File: config.mk
export PLATFORM = sky130hd
export DESIGN_NAME = fifo_reader
export DESIGN_NICKNAME = d
export VERILOG_FILES = /design/src/rtl/fifo_reader_pkg.sv /design/src/rtl/fifo_reader_skid.sv /design/src/rtl/fifo_reader.sv
export SDC_FILE = /design/constraint.sdc
export NUM_CORES = 1
export LEC_CHECK = 0
export ABC_AREA = 1
export BUFFER_PORTS_ARGS = -buffer_cell sky130_fd_sc_hd__clkbuf_2
export CORE_UTILIZATION = 50
export CTS_BUF_LIST = sky130_fd_sc_hd__clkbuf_16
export CTS_CLUSTER_SIZE = 20
export DETAILED_ROUTE_END_ITERATION = 6
export HOLD_SLACK_MARGIN = 0.15
export PLACE_DENSITY = 0.71
export SLEW_MARGIN = 20
export SYNTH_ARGS = -nofsm -noshare
export SYNTH_HDL_FRONTEND = slang
export SYNTH_SLANG_ARGS = --single-unit
export TNS_END_PERCENT = 10
File: constraint.sdc
create_clock -name clk -period 3.2 [get_ports clk]
set_input_delay 0.48 -clock clk [delete_from_list [all_inputs] [get_ports clk]]
set_output_delay 0.48 -clock clk [all_outputs]
set_load 0.03 [all_outputs]
File: src/rtl/fifo_reader_pkg.sv
// Shared types and helpers for the sample-FIFO drain engine.
// Holds the FSM state encoding, the default BRAM read latency and the credit check.
package fifo_reader_pkg;

  typedef enum logic [1:0] {
    IDLE  = 2'd0,
    DRAIN = 2'd1,
    FLUSH = 2'd2,
    DONE  = 2'd3
  } state_t;

  localparam int DEF_READ_LATENCY = 3;

  // A new read may only launch if every word already owed still fits in the skid.
  function automatic logic credit_ok(input int unsigned occ,
                                     input int unsigned inflight,
                                     input int unsigned depth);
    return (occ + inflight) < depth;
  endfunction

endpackage

File: src/rtl/fifo_reader_skid.sv
// Skid buffer behind the BRAM read port: SKID_DEPTH storage entries plus an output head register.
// occ counts storage entries only; the head register is what drives the downstream valid/data.
module fifo_reader_skid #(
  parameter int WIDTH      = 8,
  parameter int SKID_DEPTH = 4,
  parameter int OW         = $clog2(SKID_DEPTH + 1)
) (
  input  logic             clk,
  input  logic             rst,
  input  logic             push,
  input  logic [WIDTH-1:0] push_data,
  input  logic             pop,
  output logic [WIDTH-1:0] head_data,
  output logic             head_valid,
  output logic [OW-1:0]    occ
);

  localparam int PW = (SKID_DEPTH > 1) ? $clog2(SKID_DEPTH) : 1;

  logic [SKID_DEPTH-1:0][WIDTH-1:0] mem;
  logic [PW-1:0] wr_ptr, rd_ptr;
  logic take, bypass, st_push, st_pop;

  function automatic logic [PW-1:0] ptr_inc(input logic [PW-1:0] p);
    return (p == PW'(SKID_DEPTH - 1)) ? '0 : p + PW'(1);
  endfunction

  // Head register reloads when empty or being consumed; storage is drained before a bypass.
  assign take    = ~head_valid | pop;
  assign bypass  = push & take & (occ == '0);
  assign st_pop  = take & (occ != '0);
  assign st_push = push & ~bypass;

  always_ff @(posedge clk) begin
    if (st_push) mem[wr_ptr] <= push_data;
  end

  always_ff @(posedge clk) begin
    if (rst) begin
      head_valid <= 1'b0;
      head_data  <= '0;
      occ        <= '0;
      wr_ptr     <= '0;
      rd_ptr     <= '0;
    end else begin
      if (st_push) wr_ptr <= ptr_inc(wr_ptr);
      if (st_pop) begin
        head_data <= mem[rd_ptr];
        rd_ptr    <= ptr_inc(rd_ptr);
      end else if (bypass) begin
        head_data <= push_data;
      end
      if (take) head_valid <= st_pop | bypass;
      occ <= occ + OW'(st_push) - OW'(st_pop);
    end
  end

endmodule

File: src/rtl/fifo_reader.sv
// Drains the BRAM-backed sample FIFO onto a valid/ready stream.
// Reads are credit-limited so every word in flight always has a skid slot waiting for it.
module fifo_reader
  import fifo_reader_pkg::*;
#(
  parameter int WIDTH        = 8,
  parameter int DEPTH        = 4096,
  parameter int READ_LATENCY = DEF_READ_LATENCY,
  parameter int SKID_DEPTH   = 4,
  localparam int AW          = $clog2(DEPTH)
) (
  input  logic             clk,
  input  logic             rst,
  input  logic             start,
  input  logic [AW:0]      count,
  input  logic             abort,
  input  logic             fifo_empty,
  input  logic [WIDTH-1:0] fifo_out,
  output logic             fifo_out_req,
  output logic [WIDTH-1:0] data,
  output logic             valid,
  input  logic             ready,
  output logic             busy,
  output logic             done,
  output logic [AW:0]      delivered
);

  localparam int OW = $clog2(SKID_DEPTH + 1);
  localparam int IW = $clog2(READ_LATENCY + 1);
  localparam logic [AW:0] CNT_ONE = (AW + 1)'(1);

  if (SKID_DEPTH < READ_LATENCY + 1) begin : g_bad_cfg
    $error("fifo_reader: SKID_DEPTH must be >= READ_LATENCY+1");
  end

  state_t state, state_nxt;
  logic [AW:0]             remaining;
  logic                    count_mode;
  logic [READ_LATENCY-1:0] vld_pipe;
  logic [IW-1:0]           inflight;
  logic [OW-1:0]           skid_occ;
  logic                    skid_vld;
  logic [WIDTH-1:0]        skid_data;
  logic                    req, xfer, can_issue;

  always_comb begin
    inflight = '0;
    for (int i = 0; i < READ_LATENCY; i++) inflight = inflight + IW'(vld_pipe[i]);
  end

  assign can_issue = credit_ok(32'(skid_occ), 32'(inflight), SKID_DEPTH);
  assign req = (state == DRAIN) & ~abort & ~fifo_empty
             & ((remaining != '0) | ~count_mode) & can_issue;
  assign xfer = skid_vld & ready;

  assign fifo_out_req = req;
  assign data         = skid_data;
  assign valid        = skid_vld;
  assign busy         = (state == DRAIN) | (state == FLUSH);
  assign done         = (state == DONE);

  always_comb begin
    state_nxt = state;
    case (state)
      IDLE:  if (start) state_nxt = DRAIN;
      DRAIN: begin
        if (abort)                                   state_nxt = FLUSH;
        else if (count_mode && remaining == '0)      state_nxt = FLUSH;
        else if (!count_mode && fifo_empty && !req)  state_nxt = FLUSH;
      end
      FLUSH: if (inflight == '0 && skid_occ == '0 && !skid_vld) state_nxt = DONE;
      DONE:  state_nxt = IDLE;
      default: state_nxt = IDLE;
    endcase
  end

  always_ff @(posedge clk) begin
    if (rst) state <= IDLE;
    else     state <= state_nxt;
  end

  // Bit READ_LATENCY-1 marks the cycle the requested word sits on fifo_out.
  always_ff @(posedge clk) begin
    if (rst) begin
      vld_pipe <= '0;
    end else begin
      vld_pipe[0] <= req;
      for (int i = 1; i < READ_LATENCY; i++) vld_pipe[i] <= vld_pipe[i-1];
    end
  end

  always_ff @(posedge clk) begin
    if (rst) begin
      remaining  <= '0;
      count_mode <= 1'b0;
      delivered  <= '0;
    end else if (state == IDLE && start) begin
      remaining  <= count;
      count_mode <= (count != '0);
      delivered  <= '0;
    end else begin
      if (req && count_mode) remaining <= remaining - CNT_ONE;
      if (xfer && delivered != '1) delivered <= delivered + CNT_ONE;
    end
  end

  fifo_reader_skid #(
    .WIDTH      (WIDTH),
    .SKID_DEPTH (SKID_DEPTH),
    .OW         (OW)
  ) u_skid (
    .clk        (clk),
    .rst        (rst),
    .push       (vld_pipe[READ_LATENCY-1]),
    .push_data  (fifo_out),
    .pop        (xfer),
    .head_data  (skid_data),
    .head_valid (skid_vld),
    .occ        (skid_occ)
  );

endmodule

==> impl_metrics.csv, run 1 <==
group,metric,value,unit
routing,via_count,3444,
final_layout,layout.nets,599,
routing,drc_errors,0,
clock_tree,postCtsSetupBuffers,0,
worst_hold_path,worst_case_hold_path_end_point,"u_skid.mem[1]$_DFFE_PP_",
global_route,grt.total_usage,0.228,
final_layout,fillers,703,
clock_tree,clockBufferDepth,2,
timing,final.period_utilization,0.795,
routing,finalWirelength,8910,µm
clock_tree,cts_repair_resize_count,0,
timing,tns,0,ps
worst_setup_path,worst-r2r-setup-slack,940,ps
clock_tree,cts-hold-fix-buffers,0,
global_route,vias_in_the_first_global_route,3267,
worst_setup_path,cp-start-kind,"flip-flop",
power_and_ir_drop,comb_power_share,0.396,
timing,maxSlewViolCount,0,
worst_setup_path,critical_path.reg2reg.endpoint,"u_skid.occ[2]$_SDFF_PP0_",
clock_tree,cts_tree,"done",
power_and_ir_drop,ir_worst_vdd,0.000478,V
worst_setup_path,critPathMaxFanout,2,
clock_tree,clock_transition_at_path_regs,60,ps
power_and_ir_drop,netSwitchingPower,0.00167,W
power_and_ir_drop,power-per-cell-area,861,nW/µm²
place,io_buffers,51,
worst_hold_path,min_delay_path_depth,1,
yosys,number_of_warnings_reported_in_the_yosys_synthesis_log,0,
final_layout,non_filler_instances,661,
place,finalWeightedCongestion,0.862,
yosys,yosys.cell_types.count,38,
worst_setup_path,slowest_delay,390,ps
timing,rsz_0062_raised_after_global_routing,"no",
worst_setup_path,crit_chain,"inv_1, fa_1, inv_1, ha_1, nand2_1, nor2_1, nor2_2, nand2_1, inv_1, clkbuf_2",
die,design.core.area,7770,µm²
die,die_area,8450,µm²
worst_setup_path,criticalPathCategory,"reg2out",
routing,via_per_inst,5.21,
worst_setup_path,critical_path_required,2720,ps
die,horizontal_die_dimension,91.9,µm
clock_tree,clk_tree_root_cell,"clkbuf_16",
timing,maxClockFrequency,393,MHz
worst_setup_path,worstReg2RegStart,"u_skid.head_valid$_SDFFE_PP0P_",
yosys,synth-seq-area-share,0.475,
global_route,grt_max_degree,21,
worst_hold_path,min_from,"fifo_out[1]",
clock_tree,clk-insertion-delay-late,340,ps
final_layout,final_layout_size_suffix_gt1_frac,0.157,
timing,fin_ws,656,ps
place,placed_cells_incl_taps,645,
timing,worstMarginPinSlew,894,ps
power_and_ir_drop,share_seq_of_total_power,0.345,
timing,maxSlewHeadroom,0.402,
yosys,synth_fp_nets,550,
worst_hold_path,min-delay-path-class,"in2reg",
die,num_rows,32,
clock_tree,cts_buffers,9,
power_and_ir_drop,clock_power_share,0.259,
global_route,residual_overflow_from_global_routing,0,
routing,initial_drc_count,177,
die,floorplan.initialDensity,0.521,
routing,remaining_antenna_violation_count_after_routing,0,
final_layout,area_delta_synth_final,15.4,%
yosys,synthesis.area_per_instance,8.01,µm²
final_layout,insertedDiodeCount,0,
power_and_ir_drop,power.share.switching,0.415,
die,dieHeight,91.9,µm
power_and_ir_drop,cellInternalPower,0.00235,W
clock_tree,h-tree-depth,3,
worst_setup_path,worst_path_max_delay_cell,"fa_1",
power_and_ir_drop,leakagePower,1.98,nW
global_route,grt_pass1_wl,15100,µm
routing,drt-pass1-iter-count,5,
worst_setup_path,worst_path_most_repeated_cell,"inv_1",
die,num_io_pins,52,
timing,worst_setup_skew_after_layout,8.93,ps
timing,hold_viol,0,
status,status,"finished, final reports clean",
yosys,ys_seq_elements,80,
place,place_ws,739,ps
yosys,synthesis.area,4040,µm²
worst_setup_path,reg2regPathDepth,11,
global_route,grt_antenna_before_repair,0,
place,hpwlAfterDp,6040,µm
worst_setup_path,critical_path_arrival,2060,ps
clock_tree,cts_num_sinks,80,
timing,final.min_clock_period,2540,ps
routing,routed_wire_length_per_instance,13.5,µm
worst_setup_path,endpoint_kind,"primary output",
timing,count_of_final_setup_violators,0,
yosys,synthCells,505,
job,max_cap_viol_count,0,
-- synthesized netlist by cell type, drive strengths merged --
master | n | area share
nand2 | 98 | 0.095
o21ai | 50 | 0.064
a41oi | 1 | 0.0022
o211ai | 1 | 0.0019
nand4 | 3 | 0.0046
nand3 | 22 | 0.030
a21oi | 33 | 0.041
dfxtp | 48 | 0.24
nor3 | 10 | 0.015
o22ai | 5 | 0.0077
o21bai | 3 | 0.0056
a211oi | 1 | 0.0019
o21a | 1 | 0.0019
nor4 | 2 | 0.0031
buf | 7 | 0.011
or2 | 1 | 0.0015
clkinv | 1 | 0.0012
inv | 60 | 0.056
fa | 2 | 0.0099
xor2 | 7 | 0.015
ha | 16 | 0.050
clkbuf | 7 | 0.0065
xnor2 | 5 | 0.011
a31oi | 3 | 0.0046
nor2 | 86 | 0.085
edfxtp | 32 | 0.24
-- registers in the layout, indices dropped and copies added (netlist names) --
register / count
count_mode: 1
delivered: 13
remaining: 13
state: 2
u_skid.head_data: 8
u_skid.head_valid: 1
u_skid.mem: 32
u_skid.occ: 3
u_skid.rd_ptr: 2
u_skid.wr_ptr: 2
vld_pipe: 3
-- metrics by stage --
step | util | cell area [µm²] | hold WS, ps | total power (W)
floorplan | - | 4040 | 438 | 0.00262
global placement | 0.562 | 4360 | 453 | 0.00293
detailed placement | 0.562 | 4360 | 465 | 0.00298
CTS | 0.601 | 4670 | 367 | 0.00403
global route | 0.601 | 4670 | 371 | 0.00432
finish | 0.601 | 4670 | 368 | 0.00402
-- layer usage --
| metal | vias up | wire length, µm | GRT usage |
|---|---|---|---|
| met5 | - | 0 | 0 |
| met2 | 114 | 4180 | 0.369 |
| met3 | 10 | 559 | 0.0589 |
| met4 | 0 | 95 | 0.0755 |
| li1 | 1752 | - | - |
| met1 | 1568 | 4080 | 0.298 |
-- worst max-delay path by stage --
| stage | endpoint | startpoint | cells past startpoint |
|---|---|---|---|
| floorplan | u_skid.occ[2]$_SDFF_PP0_ | u_skid.head_valid$_SDFFE_PP0P_ | 12 |
| global placement | u_skid.occ[2]$_SDFF_PP0_ | ready | 11 |
| detailed placement | u_skid.occ[2]$_SDFF_PP0_ | ready | 11 |
| CTS | fifo_out_req | vld_pipe[2]$_SDFF_PP0_ | 10 |
| global route | fifo_out_req | vld_pipe[2]$_SDFF_PP0_ | 10 |
| finish | fifo_out_req | vld_pipe[2]$_SDFF_PP0_ | 10 |
-- layout make-up --
type / instances / area (µm²) / area share
repair buffers: 52 / 263 / 0.0563
clock buffers: 9 / 225 / 0.0483
inverters: 61 / 230 / 0.0493
multi-input cells: 350 / 1820 / 0.390
well taps: 102 / 128 / 0.0273
clock inverters: 7 / 78.8 / 0.0169
flip-flops and latches: 80 / 1920 / 0.412
-- critical path, delay by kind of cell (launching register included) --
kind                       cells  cell delay, ps
and+or+nand+nor                4             370
buffers and inverters          4             400
DFF                            1             350
adders and majority gates      2             600
-- power by group through the flow --
stage | Sequential, W | Clock (W) | Combinational [W]
after floorplan | 0.00142 | 0 | 0.00120
after global placement | 0.00140 | 0 | 0.00154
after detailed placement | 0.00140 | 0 | 0.00157
after CTS | 0.00138 | 0.00105 | 0.00159
after global routing | 0.00141 | 0.00110 | 0.00181
final | 0.00139 | 0.00104 | 0.00159
-- cell families after synthesis --
group / after synthesis / share of synthesized area
AO/OA/AOI/OAI: 98 / 0.130
AND/OR/NAND/NOR: 222 / 0.235
flip-flops: 80 / 0.475
adder cells (fa/ha/maj): 18 / 0.0594
buffers and inverters: 75 / 0.0746
XOR/XNOR: 12 / 0.0260
-- cell usage in the layout, fill, tap and decap left out, types with 2 or more instances in the layout --
master     synthesis  layout
nor2_2             2       2
nand3_1           21      21
clkbuf_2           0      51
a21oi_1           33      33
xor2_1             7       7
edfxtp_1          32      32
nand4_1            3       3
inv_6              0       2
nor2_1            82      82
o21ai_1           10      10
nor2_4             2       2
o21ai_0           38      38
xnor2_1            5       5
ha_1              16      16
fa_1               2       2
clkbuf_16          0       9
nor4_1             2       2
nand2_2            4       4
nand2_1           93      93
nor3_1             8       8
dfxtp_1           48      48
o21ai_2            2       2
o22ai_1            5       5
inv_1             55      55
nor3_2             2       2
a31oi_1            3       3
inv_2              5       5
o21bai_1           3       3
(Power assumes the default switching activity.)
==> run 2, diff against run 1 <==
clock period = 2.4 ns   (was 3.2 ns; I/O delays follow)
==> impl_metrics.csv, run 2 (synthesis results as in run 1) <==
group,metric,value,unit
status,status,"finished, final reports clean",
worst_setup_path,crit_path_start,"vld_pipe[2]$_SDFF_PP0_",
final_layout,fillers,688,
worst_setup_path,critical_path_required,2040,ps
power_and_ir_drop,share_seq_of_total_power,0.335,
clock_tree,clock_transition_at_path_regs,60,ps
die,dieHeight,91.9,µm
timing,final.period_utilization,0.948,
final_layout,layout_top_registers,"u_skid.mem x32, delivered x13, remaining x13",
final_layout,final_layout_size_suffix_gt1_frac,0.174,
worst_setup_path,endpoint_kind,"primary output",
timing,count_of_final_setup_violators,0,
worst_setup_path,worst-r2r-setup-slack,280,ps
power_and_ir_drop,clock_power_share,0.250,
job,max_cap_viol_count,0,
clock_tree,cts_num_sinks,80,
timing,hold_viol,0,
timing,worstMarginPinSlew,615,ps
worst_setup_path,critical_path_arrival,1920,ps
global_route,grt_max_degree,19,
routing,topRoutingLayerUsed,"met4",
power_and_ir_drop,power.share.switching,0.413,
die,design.core.area,7770,µm²
timing,final.min_clock_period,2280,ps
clock_tree,clk-insertion-delay-late,330,ps
routing,drt-pass1-iter-count,5,
timing,maxClockFrequency,439,MHz
power_and_ir_drop,comb_power_share,0.415,
worst_setup_path,cp-endpoint,"fifo_out_req",
worst_setup_path,worstPathBufferInverterCount,4,
routing,finalWirelength,9310,µm
clock_tree,cts-hold-fix-buffers,0,
routing,drc_errors,0,
power_and_ir_drop,netSwitchingPower,0.00223,W
global_route,grt_pass1_wl,15700,µm
die,num_rows,32,
timing,maxSlewHeadroom,0.590,
worst_setup_path,critical_path_cell_count,10,
timing,maxSlewViolCount,0,
die,floorplan.initialDensity,0.521,
final_layout,largest-register,"u_skid.mem",
final_layout,layout.nets,610,
clock_tree,h-tree-depth,3,
worst_setup_path,slowest_delay,350,ps
clock_tree,clk_tree_root_cell,"clkbuf_16",
timing,rsz_0062_raised_after_global_routing,"no",
worst_setup_path,critPathMaxFanout,2,
routing,wl_met3,415,µm
place,hpwlAfterDp,6530,µm
worst_setup_path,worst_path_most_repeated_cell,"inv_1",
final_layout,most-common-layout-cells,"nand2_1 (93), nor2_1 (82), inv_1 (55)",
die,horizontal_die_dimension,91.9,µm
worst_setup_path,critical-path-top-delay-family,"adder cells",
global_route,grt_antenna_before_repair,0,
timing,hold_ws,273,ps
die,die_area,8450,µm²
final_layout,number_of_flip_flops_in_the_largest_register,32,
final_layout,insertedDiodeCount,0,
place,io_buffers,51,
worst_setup_path,worst_path_max_delay_cell,"fa_2",
routing,met2RoutedLength,4510,µm
worst_setup_path,reg2regPathDepth,13,
routing,remaining_antenna_violation_count_after_routing,0,
power_and_ir_drop,ir_worst_vdd,0.000661,V
clock_tree,cts_buffers,9,
worst_setup_path,crit_chain,"inv_1, fa_2, inv_1, ha_1, nand2_1, nor2_1, nor2_2, nand2_1, inv_1, clkbuf_4",
routing,wl_met1,4240,µm
routing,initial_drc_count,165,
routing,via_per_inst,5.21,
worst_setup_path,cp-start-kind,"flip-flop",
routing,via_count,3498,
final_layout,area_delta_synth_final,17.3,%
power_and_ir_drop,power-per-cell-area,1140,nW/µm²
power_and_ir_drop,leakagePower,2.03,nW
global_route,residual_overflow_from_global_routing,0,
place,placed_cells_incl_taps,655,
timing,worst_setup_skew_after_layout,10.2,ps
timing,tns,0,ps
routing,routed_wire_length_per_instance,13.9,µm
global_route,grt.total_usage,0.239,
global_route,vias_in_the_first_global_route,3325,
clock_tree,clockBufferDepth,2,
place,finalWeightedCongestion,0.843,
die,num_io_pins,52,
worst_setup_path,worstReg2RegStart,"vld_pipe[2]$_SDFF_PP0_",
worst_setup_path,critical_path.reg2reg.endpoint,"remaining[1]$_SDFFE_PP0P_",
worst_hold_path,min-delay-path-class,"in2reg",
power_and_ir_drop,cellInternalPower,0.00317,W
final_layout,layout_commonest_cell,"nand2_1",
clock_tree,cts_tree,"done",
final_layout,non_filler_instances,672,
worst_setup_path,criticalPathCategory,"reg2out",
[run 2: cell types whose count changed in the layout (fill, tap and decap cells not counted)]
cell        before  now
fa_1             2    1
inv_8            1    0
clkinv_1         1    2
clkinvlp_4       1    0
clkbuf_2        51   50
fa_2             0    1
clkbuf_4         0    1
clkinv_2         1    2
buf_4            1   12
[run 2: layout make-up]
class | count | area, µm² | share of cell area
timing repair buffer | 63 | 348 | 0.0733
tap | 102 | 128 | 0.0269
inverter | 61 | 230 | 0.0485
sequential | 80 | 1920 | 0.405
clock inverter | 7 | 68.8 | 0.0145
clock buffer | 9 | 225 | 0.0475
multi-input combinational | 350 | 1820 | 0.384
[run 2: how the worst min path moves through the flow]
stage	slack (ps)	to	startpoint	cells past startpoint
floorplan	440	vld_pipe[2]$_SDFF_PP0_	vld_pipe[1]$_SDFF_PP0_	2
global placement	450	vld_pipe[1]$_SDFF_PP0_	vld_pipe[0]$_SDFF_PP0_	2
detailed placement	470	vld_pipe[1]$_SDFF_PP0_	vld_pipe[0]$_SDFF_PP0_	2
CTS	260	u_skid.mem[25]$_DFFE_PP_	fifo_out[1]	1
global route	260	u_skid.mem[29]$_DFFE_PP_	fifo_out[5]	1
finish	270	u_skid.mem[24]$_DFFE_PP_	fifo_out[0]	1
[run 2: what timing repair did]
item                                   in CTS  in global routing
setup buffers                               1                  0
gates resized for setup                     1                  1
pin swaps                                   1                  0
endpoints found under the hold margin       0                  0
setup endpoints to repair                   1                  1
[run 2: power by group through the flow]
| stage | Sequential (W) | Clock (W) | Combinational, W |
|---|---|---|---|
| after CTS | 0.00180 | 0.00138 | 0.00224 |
| after floorplan | 0.00189 | 0 | 0.00159 |
| after global placement | 0.00182 | 0 | 0.00214 |
| after global routing | 0.00184 | 0.00142 | 0.00257 |
| final | 0.00181 | 0.00135 | 0.00224 |
| after detailed placement | 0.00183 | 0 | 0.00222 |
[run 2: per-layer routing]
| metal | track usage | vias up |
|---|---|---|
| li1 | - | 1775 |
| met1 | 0.308 | 1614 |
| met2 | 0.400 | 94 |
| met3 | 0.0489 | 15 |
| met4 | 0.0781 | 0 |
| met5 | 0 | - |
[run 2: per-stage QoR]
step / utilization / setup WS (ps) / total power [W] / instance area, µm²
after floorplan: - / 54.2 / 0.00349 / 4040
after global placement: 0.571 / 294 / 0.00396 / 4440
after detailed placement: 0.571 / 247 / 0.00405 / 4440
after CTS: 0.611 / 52.0 / 0.00542 / 4740
after global routing: 0.611 / 20.8 / 0.00582 / 4740
final: 0.611 / 124 / 0.00540 / 4740
==> run 3, diff against run 2 <==
BUFFER_PORTS_ARGS = unset   (was -buffer_cell sky130_fd_sc_hd__clkbuf_2)
CORE_UTILIZATION = 32   (was 50)
DONT_BUFFER_PORTS = 1   (was unset)
PLACE_DENSITY = unset   (was 0.71)
==> impl_metrics.csv, run 3 (synthesis results as in run 1) <==
group,metric,value,unit
worst_setup_path,endpoint_kind,"primary output",
worst_hold_path,min_from,"fifo_out[3]",
clock_tree,clk_tree_root_cell,"clkbuf_16",
power_and_ir_drop,ir_worst_vdd,0.000474,V
global_route,vias_in_the_first_global_route,3110,
worst_setup_path,worstReg2RegStart,"vld_pipe[0]$_SDFF_PP0_",
timing,final.min_clock_period,2220,ps
global_route,grt_antenna_before_repair,0,
routing,finalWirelength,9250,µm
global_route,grt_max_degree,21,
clock_tree,clk-insertion-delay-late,350,ps
routing,remaining_antenna_violation_count_after_routing,0,
final_layout,insertedDiodeCount,0,
routing,drc_errors,0,
die,num_io_pins,52,
worst_setup_path,critical_path_arrival,1860,ps
timing,worst_setup_skew_after_layout,6.69,ps
final_layout,layout.nets,575,
timing,tns,0,ps
timing,maxSlewHeadroom,0.452,
die,horizontal_die_dimension,114,µm
job,max_cap_viol_count,0,
final_layout,finish.utilization,0.389,
final_layout,largest-register,"u_skid.mem",
power_and_ir_drop,leakagePower,1.89,nW
final_layout,layout_top_registers,"u_skid.mem x32, delivered x13, remaining x13",
routing,initial_drc_count,173,
place,io_buffers,0,
final_layout,area_delta_synth_final,17.0,%
final_layout,most-common-layout-cells,"nand2_1 (92), nor2_1 (82), inv_1 (54)",
timing,final.period_utilization,0.926,
clock_tree,cts_tree,"done",
worst_hold_path,min-delay-path-class,"in2reg",
global_route,grt_pass1_wl,15100,µm
power_and_ir_drop,power-per-cell-area,1140,nW/µm²
worst_setup_path,critical_path_required,2040,ps
final_layout,final_layout_size_suffix_gt1_frac,0.108,
clock_tree,h-tree-depth,3,
die,die_area,13100,µm²
routing,drt-pass1-iter-count,5,
place,placed_cells_incl_taps,677,
die,floorplan.initialDensity,0.333,
global_route,grt.total_usage,0.150,
routing,via_per_inst,4.78,
global_route,residual_overflow_from_global_routing,0,
worst_setup_path,cp-start-kind,"flip-flop",
clock_tree,clockBufferDepth,2,
worst_setup_path,criticalPathCategory,"reg2out",
place,hpwlAfterDp,6460,µm
final_layout,non_filler_instances,703,
clock_tree,cts_buffers,9,
timing,maxSlewViolCount,0,
die,dieHeight,114,µm
status,status,"finished, final reports clean",
timing,worstMarginPinSlew,820,ps
routing,routed_wire_length_per_instance,13.2,µm
die,num_rows,40,
timing,maxClockFrequency,450,MHz
final_layout,layout_commonest_cell,"nand2_1",
die,design.core.area,12200,µm²
final_layout,number_of_flip_flops_in_the_largest_register,32,
timing,count_of_final_setup_violators,0,
place,finalWeightedCongestion,0.810,
timing,hold_ws,191,ps
worst_setup_path,crit_path_start,"vld_pipe[0]$_SDFF_PP0_",
timing,hold_viol,0,
routing,via_count,3363,
clock_tree,clock_transition_at_path_regs,70,ps
worst_setup_path,critPathMaxFanout,2,
clock_tree,cts_num_sinks,80,
[run 3: cell count changes in the layout (fill, tap and decap cells not counted), moves of 2 or more]
cell           before  now
inv_8               0    2
clkbuf_2           50    0
buf_4              12   19
dlygate4sd3_1       0    9
clkinv_1            2    0
[run 3: per-stage QoR]
step | total power (W) | instance area [µm²] | worst slack (ps)
floorplan | 0.00349 | 4040 | 54.2
global placement | 0.00390 | 4320 | 311
detailed placement | 0.00395 | 4320 | 262
CTS | 0.00545 | 4720 | 5.39
global route | 0.00586 | 4730 | -7.66
finish | 0.00541 | 4730 | 177
[run 3: cell type report]
cell class / count / area [µm²]
clock buffers: 9 / 225
clock inverters: 7 / 86.3
fillers: 1252 / 7430
inverters: 61 / 233
multi-input cells: 350 / 1820
flip-flops and latches: 80 / 1920
well taps: 168 / 210
repair buffers: 28 / 233
[run 3: worst max-delay path, cell delays in order, from the launching register on]
cell	delay, ps
dfxtp_1	310
inv_1	60
fa_1	440
inv_1	70
ha_1	210
nand2_1	60
nor2_1	40
nor2_2	110
nand2_2	100
inv_4	110
[run 3: timing repair]
action / 4_1_cts / 5_1_grt
gates cloned: 0 / 0
hold buffers: 9 / 0
setup buffers: 0 / 1
gates resized for setup: 1 / 2
setup endpoints to repair: 1 / 1
hold endpoints to repair: 47 / 0
pin swaps: 0 / 1
[run 3: power by group]
group	internal [W]	switching (W)	leakage, nW
logic	0.000715	0.00135	1.06
registers	0.00161	0.000278	0.681
clock network	0.000832	0.000624	0.151
[run 3: worst paths after layout]
check / end / slack, ps / depth (start not counted)
setup / recovery: fifo_out_req / 180 / 9
hold reg to reg: vld_pipe[1]$_SDFF_PP0_ / 470 / 2
hold / removal: u_skid.head_data[3]$_SDFFE_PP0P_ / 190 / 2
setup reg to reg: remaining[5]$_SDFFE_PP0P_ / 190 / 13
[run 3: metal layers]
layer	part of all wire	vias up	global-route usage
met5	0	-	0
met4	0.017	0	0.0485
met3	0.063	13	0.0461
met2	0.49	90	0.253
met1	0.43	1559	0.184
li1	-	1701	-
